### src/rtl/ex_mem_barrier.sv
// EX->MEM pipeline barrier: 2-entry skid buffer with valid/ready on both sides.
// exReady comes from a flop, so MEM stalls never reach EX/ID combinationally.
module ex_mem_barrier #(
  parameter int DATA_WIDTH     = 32,
  parameter int REG_ADDR_WIDTH = 5
) (
  input  logic                      clk,
  input  logic                      rst_n,
  input  logic                      flush,
  input  logic                      exValid,
  output logic                      exReady,
  input  logic [DATA_WIDTH-1:0]     exAluResult,
  input  logic [DATA_WIDTH-1:0]     exStoreData,
  input  logic [REG_ADDR_WIDTH-1:0] exDestRegister,
  input  logic                      exIsMemoryWrite,
  input  logic                      exShouldUseMemoryData,
  input  logic                      exIsRegisterWrite,
  output logic                      memValid,
  input  logic                      memReady,
  output logic [DATA_WIDTH-1:0]     memAluResult,
  output logic [DATA_WIDTH-1:0]     memStoreData,
  output logic [REG_ADDR_WIDTH-1:0] memDestRegister,
  output logic                      memIsMemoryWrite,
  output logic                      memShouldUseMemoryData,
  output logic                      memIsRegisterWrite
);

  typedef struct packed {
    logic [DATA_WIDTH-1:0]     aluResult;
    logic [DATA_WIDTH-1:0]     storeData;
    logic [REG_ADDR_WIDTH-1:0] destRegister;
    logic                      isMemoryWrite;
    logic                      shouldUseMemoryData;
    logic                      isRegisterWrite;
  } beat_t;

  typedef enum logic [1:0] {
    EMPTY = 2'd0,
    ONE   = 2'd1,
    FULL  = 2'd2
  } state_t;

  state_t state;
  state_t stateNext;
  beat_t  mainQ;
  beat_t  skidQ;
  beat_t  inBeat;
  logic   readyQ;
  logic   mainValid;
  logic   accept;
  logic   consume;
  logic   loadMain;
  logic   loadSkid;
  logic   moveSkid;

  assign inBeat = '{
    aluResult:           exAluResult,
    storeData:           exStoreData,
    destRegister:        exDestRegister,
    isMemoryWrite:       exIsMemoryWrite,
    shouldUseMemoryData: exShouldUseMemoryData,
    isRegisterWrite:     exIsRegisterWrite
  };

  assign mainValid = (state != EMPTY);
  assign exReady   = readyQ;
  assign accept    = exValid & readyQ;
  assign consume   = mainValid & memReady;

  always_comb begin
    stateNext = state;
    loadMain  = 1'b0;
    loadSkid  = 1'b0;
    moveSkid  = 1'b0;
    unique case (state)
      EMPTY: begin
        if (accept) begin
          stateNext = ONE;
          loadMain  = 1'b1;
        end
      end
      ONE: begin
        if (accept && !consume) begin
          stateNext = FULL;
          loadSkid  = 1'b1;
        end else if (accept && consume) begin
          loadMain  = 1'b1;
        end else if (consume) begin
          stateNext = EMPTY;
        end
      end
      FULL: begin
        if (consume) begin
          stateNext = ONE;
          moveSkid  = 1'b1;
        end
      end
      default: stateNext = EMPTY;
    endcase
    // Squash beats; an incoming beat in the same cycle is dropped
    if (flush) begin
      stateNext = EMPTY;
      loadMain  = 1'b0;
      loadSkid  = 1'b0;
      moveSkid  = 1'b0;
    end
  end

  always_ff @(posedge clk or negedge rst_n) begin
    if (!rst_n) begin
      state  <= EMPTY;
      readyQ <= 1'b1;
    end else begin
      state  <= stateNext;
      readyQ <= (stateNext != FULL);
    end
  end

  always_ff @(posedge clk or negedge rst_n) begin
    if (!rst_n) begin
      mainQ <= '0;
    end else if (loadMain) begin
      mainQ <= inBeat;
    end else if (moveSkid) begin
      mainQ <= skidQ;
    end
  end

  always_ff @(posedge clk or negedge rst_n) begin
    if (!rst_n) begin
      skidQ <= '0;
    end else if (loadSkid) begin
      skidQ <= inBeat;
    end else if (moveSkid) begin
      skidQ <= '0;
    end
  end

  assign memValid               = mainValid;
  assign memAluResult           = mainQ.aluResult;
  assign memStoreData           = mainQ.storeData;
  assign memDestRegister        = mainQ.destRegister;
  assign memIsMemoryWrite       = mainQ.isMemoryWrite & mainValid;
  assign memShouldUseMemoryData = mainQ.shouldUseMemoryData & mainValid;
  assign memIsRegisterWrite     = mainQ.isRegisterWrite & mainValid;

endmodule

### config.mk
export PLATFORM = sky130hd
export DESIGN_NAME = ex_mem_barrier
export DESIGN_NICKNAME = d
export VERILOG_FILES = /design/src/rtl/ex_mem_barrier.sv
export SDC_FILE = /design/constraint.sdc
export NUM_CORES = 1
export LEC_CHECK = 0
export CAP_MARGIN = 40
export CORE_ASPECT_RATIO = 0.9
export CORE_MARGIN = 5
export CORE_UTILIZATION = 35
export DETAILED_ROUTE_END_ITERATION = 8
export PLACE_DENSITY_LB_ADDON = 0.2
export SLEW_MARGIN = 20
export SYNTH_ARGS = -nofsm -noshare
export SYNTH_HDL_FRONTEND = slang
export SYNTH_SLANG_ARGS = --single-unit
### constraint.sdc
create_clock -name clk -period 3.93 [get_ports clk]
set_input_delay 0.393 -clock clk [delete_from_list [all_inputs] [get_ports clk]]
set_output_delay 0.393 -clock clk [all_outputs]
set_load 0.01 [all_outputs]
======== Word-level counts from Yosys, hierarchy flattened ========
Cells that the tools add are included.
operators by class
  equal/unequal tests ..................... 3
  bitwise operators ....................... 5
  mux-type cells .......................... 22
  reduce and logical (&&, ||, !) cells .... 7
operators by type and width
  operator            count
  $mux 72             4
  $mux 2              6
  $mux 1              10
  $pmux 2 s3          1
  $reduce_bool 2->1   3
  $and 1x1->1         5
  $eq 2x1->1 const B  1
  $eq 2x2->1 const B  1
  $logic_and 1x1->1   2
  $logic_not 2->1     1
  $ne 2x2->1 const B  1
  $pmux 1 s2          1
  $logic_not 1->1     1
word-level totals
  flip-flop bits (word level) ............. 147
  bits of input ports ..................... 77
  output and inout port bits .............. 74

======== Longest topological paths before layout ========
  depth in word-level cells ............... 8
  gate-level depth with buffers ........... 6
  depth with buffers taken out ............ 3

======== Least setup slack after synthesis ========
OpenSTA, ideal clock, no wires.
  kind .................................... register to register
  start point ............................. reg readyQ (netlist: exReady)
  end point ............................... reg mainQ (netlist bit memAluResult[0])
  arrival ................................. 1.413 ns
  stages on the path, launching flop included .. 6
  required time ........................... 3.804 ns
  setup slack ............................. 2.391 ns
  cells stage by stage .................... dfstp_2 > and4bb_1 > buf_6 > a21oi_4 > buf_4 > a221o_1
between the ends
  longest elaborated chain between the ends .. 7
  elaborated cells between the ends (all ways) .. 10
  those cells by class .................... 6 x mux; 1 x bitwise; 3 x reduce/logical
ends and longest elaborated chain
  item                                                 line  RTL
  start, declared                                      48    logic readyQ;
  start signal, assigned                               115   readyQ <= (stateNext != FULL);
  $and 1x1->1 *                                        67    assign accept = exValid & readyQ;
  $logic_and 1x1->1                                    86    end else if (accept && consume) begin
  $mux 1                                               86
  $mux 1                                               83    if (accept && !consume) begin
  $pmux 1 s2 *                                         75    unique case (state)
  $mux 1 *                                             101   if (flush) begin
  $mux 72 / $reduce_bool 2->1 (equally long branches)  --
  end signal, assigned                                 123   mainQ <= inBeat;
  end signal, assigned                                 125   mainQ <= skidQ;
  end, declared                                        45    beat_t mainQ;
Every way passes the cells marked *; elsewhere a longest branch is shown, timed or not.
A chain may end at the register's enable or synchronous reset.

======== Worst setup path after layout ========
  start point ............................. in memReady
  end point ............................... reg mainQ (netlist bit memAluResult[10])
between the ends
  longest elaborated chain between the ends .. 7
  elaborated cells between the ends (all ways) .. 13
  those cells by class .................... 8 x mux; 1 x bitwise; 4 x reduce/logical
ends and longest elaborated chain
  item                                                         line    RTL
  start, declared                                              19      input logic memReady,
  $and 1x1->1 *                                                68      assign consume = mainValid & memReady;
  $logic_and 1x1->1 / $logic_not 1->1 (equally long branches)  86, 83
  $mux 1 / $logic_and 1x1->1 (equally long branches)           86, 83
  $mux 1                                                       83
  $pmux 1 s2                                                   75
  $mux 1                                                       101
  $mux 72 / $reduce_bool 2->1 (equally long branches)          --
Marked as above.

==> impl_metrics.env <==
export IMPL_drive_above_1_share=0.0718
export IMPL_synthXorXnorAreaFrac=0
export IMPL_synth_cell_type_count=28
export IMPL_ctsHoldBuffers=0
export IMPL_hpwl_um=11300
export IMPL_synth_adder_area_share=0
export IMPL_fmax_mhz=429
export IMPL_via_count=5200
export IMPL_cp_max_fo=39
export IMPL_syn2layout_area_growth_pct=26.5
export IMPL_start_util=0.355
export IMPL_synth_seq_cells=147
export IMPL_ys_seq_area_frac=0.541
export IMPL_antenna_found_initial=1
export IMPL_finalClockSkew_ns=0.00749
export IMPL_crit_slowest_cell="nand2b_2"
export IMPL_top_level_ports=151
export IMPL_ant_nets=0
export IMPL_synthFlopType="dfrtp_1"
export IMPL_avgViaCountPerCell=5.34
export IMPL_setup_tns_ns=0
export IMPL_fin_crit_sh=0.593
export IMPL_layout_common_cells="clkdlybuf4s50_1, dfrtp_1, a221o_1, nand2_1, nand3_1"
export IMPL_violations="negative hold slack"
export IMPL_slew_headroom=0.515
export IMPL_htree_levels=4
export IMPL_layout_commonest_cell="clkdlybuf4s50_1"
export IMPL_hold_viol=1
export IMPL_rsz0062_at_grt="no"
export IMPL_grt_pass1_vias=5259
export IMPL_timing_final_crit_period_ns=2.33
export IMPL_dp_cells=941
export IMPL_numPortBuffers=150
export IMPL_synth_compound_area_frac=0.164
export IMPL_finalMaxSlewViolations=0
export IMPL_syn_area_mm2=0.00681
export IMPL_gp_congestion=0.786
export IMPL_die_area_mm2=0.0223
export IMPL_chipHeight_um=142
export IMPL_syn_area_per_cell_um2=10.3
export IMPL_path_clk_slew_ns=0.06
export IMPL_synth_warnings=0
export IMPL_cts_buffers=17
export IMPL_cp_start_kind="input port"
export IMPL_cts_resized=0
export IMPL_max_stage_delay_ns=0.61
export IMPL_drc=0
export IMPL_synth_top_family_by_area="simple AND/OR/NAND/NOR gates"
export IMPL_placed_area_mm2=0.00797
export IMPL_clock_latency_ns=0.42
export IMPL_outcome="complete, but fails checks"
export IMPL_critPathBufInv=2
export IMPL_clockBufferDepth=2
export IMPL_cp_end_kind="flip-flop"
export IMPL_wl_per_cell_um=18.9
export IMPL_p_leak_nw=3.83
export IMPL_nets=788
export IMPL_crit_arrival_ns=2.69
export IMPL_setup_viol=0
export IMPL_cts_tree="yes"
export IMPL_std_cell_rows=48
export IMPL_core_mm2=0.0192
export IMPL_dieWidth_um=157
export IMPL_syn_nets=738
export IMPL_cts_sinks=147
export IMPL_async_reset_ff_frac=1.00
export IMPL_fillCellCount=1782
export IMPL_whs_ns=-0.00295
export IMPL_drt_wl_total_um=18400
export IMPL_hold_path_class="input port to asynchronous set/reset pin"
export IMPL_antenna_cells=0
export IMPL_grt_ovfl_total=0
export IMPL_synthSimpleGateAreaFrac=0.176
export IMPL_crit_path_cell_trace="clkdlybuf4s50_1, nand2b_2, a21oi_4, buf_4, a221o_1"
export IMPL_synth_edf_count=0
export IMPL_cap_viol_max_count=0
export IMPL_peakVddDrop_uv=292
export IMPL_synthCells=661
export IMPL_grt_pass1_wl_um=29300
export IMPL_fin_area_mm2=0.00861
export IMPL_crit_family="buffers and inverters"
export IMPL_powerDensity_mw_per_mm2=534
export IMPL_grt_use_total=0.167
export IMPL_layout_cells_non_filler=974
export IMPL_root_buffer="clkbuf_16"
export IMPL_first_pass_iters=5
export IMPL_required_ns=4.29
export IMPL_drt_iter0_markers=361
export IMPL_path_class="input port to flip-flop"
export IMPL_max_slew_worst_pin_slew_ns=0.727
export IMPL_grt_max_degree=79
export IMPL_synth_area_mux_share=0
export IMPL_post_cts_buffers=0
[synth_stat cells, drive strengths merged, types with 2 or more instances]
master,number,area share
a221o,72,0.11
a21oi,2,0.0031
and2,4,0.0037
dfrtp,146,0.54
nor2b,4,0.0037
inv,2,0.0011
nor3,2,0.0015
and4bb,2,0.0037
o21ai,72,0.053
nand2,72,0.040
and3,71,0.065
clkbuf,40,0.022
nand3,72,0.053
buf,92,0.096
[final cells by class]
type                       count  area, um^2  share of cell area
multi-input combinational    380        2350               0.273
tap                          250         313              0.0363
inverter                       2        7.51            0.000872
clock inverter                 6        91.3              0.0106
timing repair buffer         163        1640               0.190
sequential                   147        3680               0.427
clock buffer                  26         529              0.0615
[final timing paths]
check | cells after the start | to | slack (ns) | start
worst max register to register | 4 | memAluResult[10] | 1.85 | state[0]
worst min register to register | 1 | memAluResult[1] | 0.50 | skidQ[41]
worst min-delay path | 1 | skidQ[47] | -0.003 | rst_n
max in group asynchronous | 2 | exReady | 2.94 | rst_n
worst max-delay path | 5 | memAluResult[10] | 1.60 | memReady
min in group clk | 1 | memAluResult[1] | 0.50 | skidQ[41]
[cells by family after synthesis]
logic type | after synthesis
and+or+nand+nor | 232
AOI/OAI and AO/OA | 148
DFF | 147
buffers and inverters | 134
[per-layer routing]
| metal | track usage | vias to the layer above | share of wire |
|---|---|---|---|
| li1 | - | 2433 | - |
| met1 | 0.211 | 2598 | 0.44 |
| met2 | 0.281 | 137 | 0.49 |
| met3 | 0.0401 | 30 | 0.049 |
| met4 | 0.0616 | 2 | 0.022 |
| met5 | 0 | - | 0.00060 |
[power breakdown]
group          internal [mW]  total, mW  switching (mW)  leakage, nW
Sequential              1.84       2.05           0.208         1.86
Combinational          0.493      0.869           0.376         1.68
Clock                   1.06       1.68           0.629        0.295
[registers in the layout, summed over array words and instances, names as in the netlist]
register and flops:
skidQ 72, memDestRegister 5, memAluResult 32, mainQ 3
memStoreData 32, exReady 1, state 2
[through the flow]
stage	power, mW	setup slack, ns	util
after CTS	4.65	1.57	0.448
after floorplan	2.59	2.39	-
after global placement	2.91	1.23	0.415
after detailed placement	2.95	1.17	0.416
final	4.60	1.60	0.449
after global routing	4.83	1.46	0.449
Power figures use the tool's default switching activity.
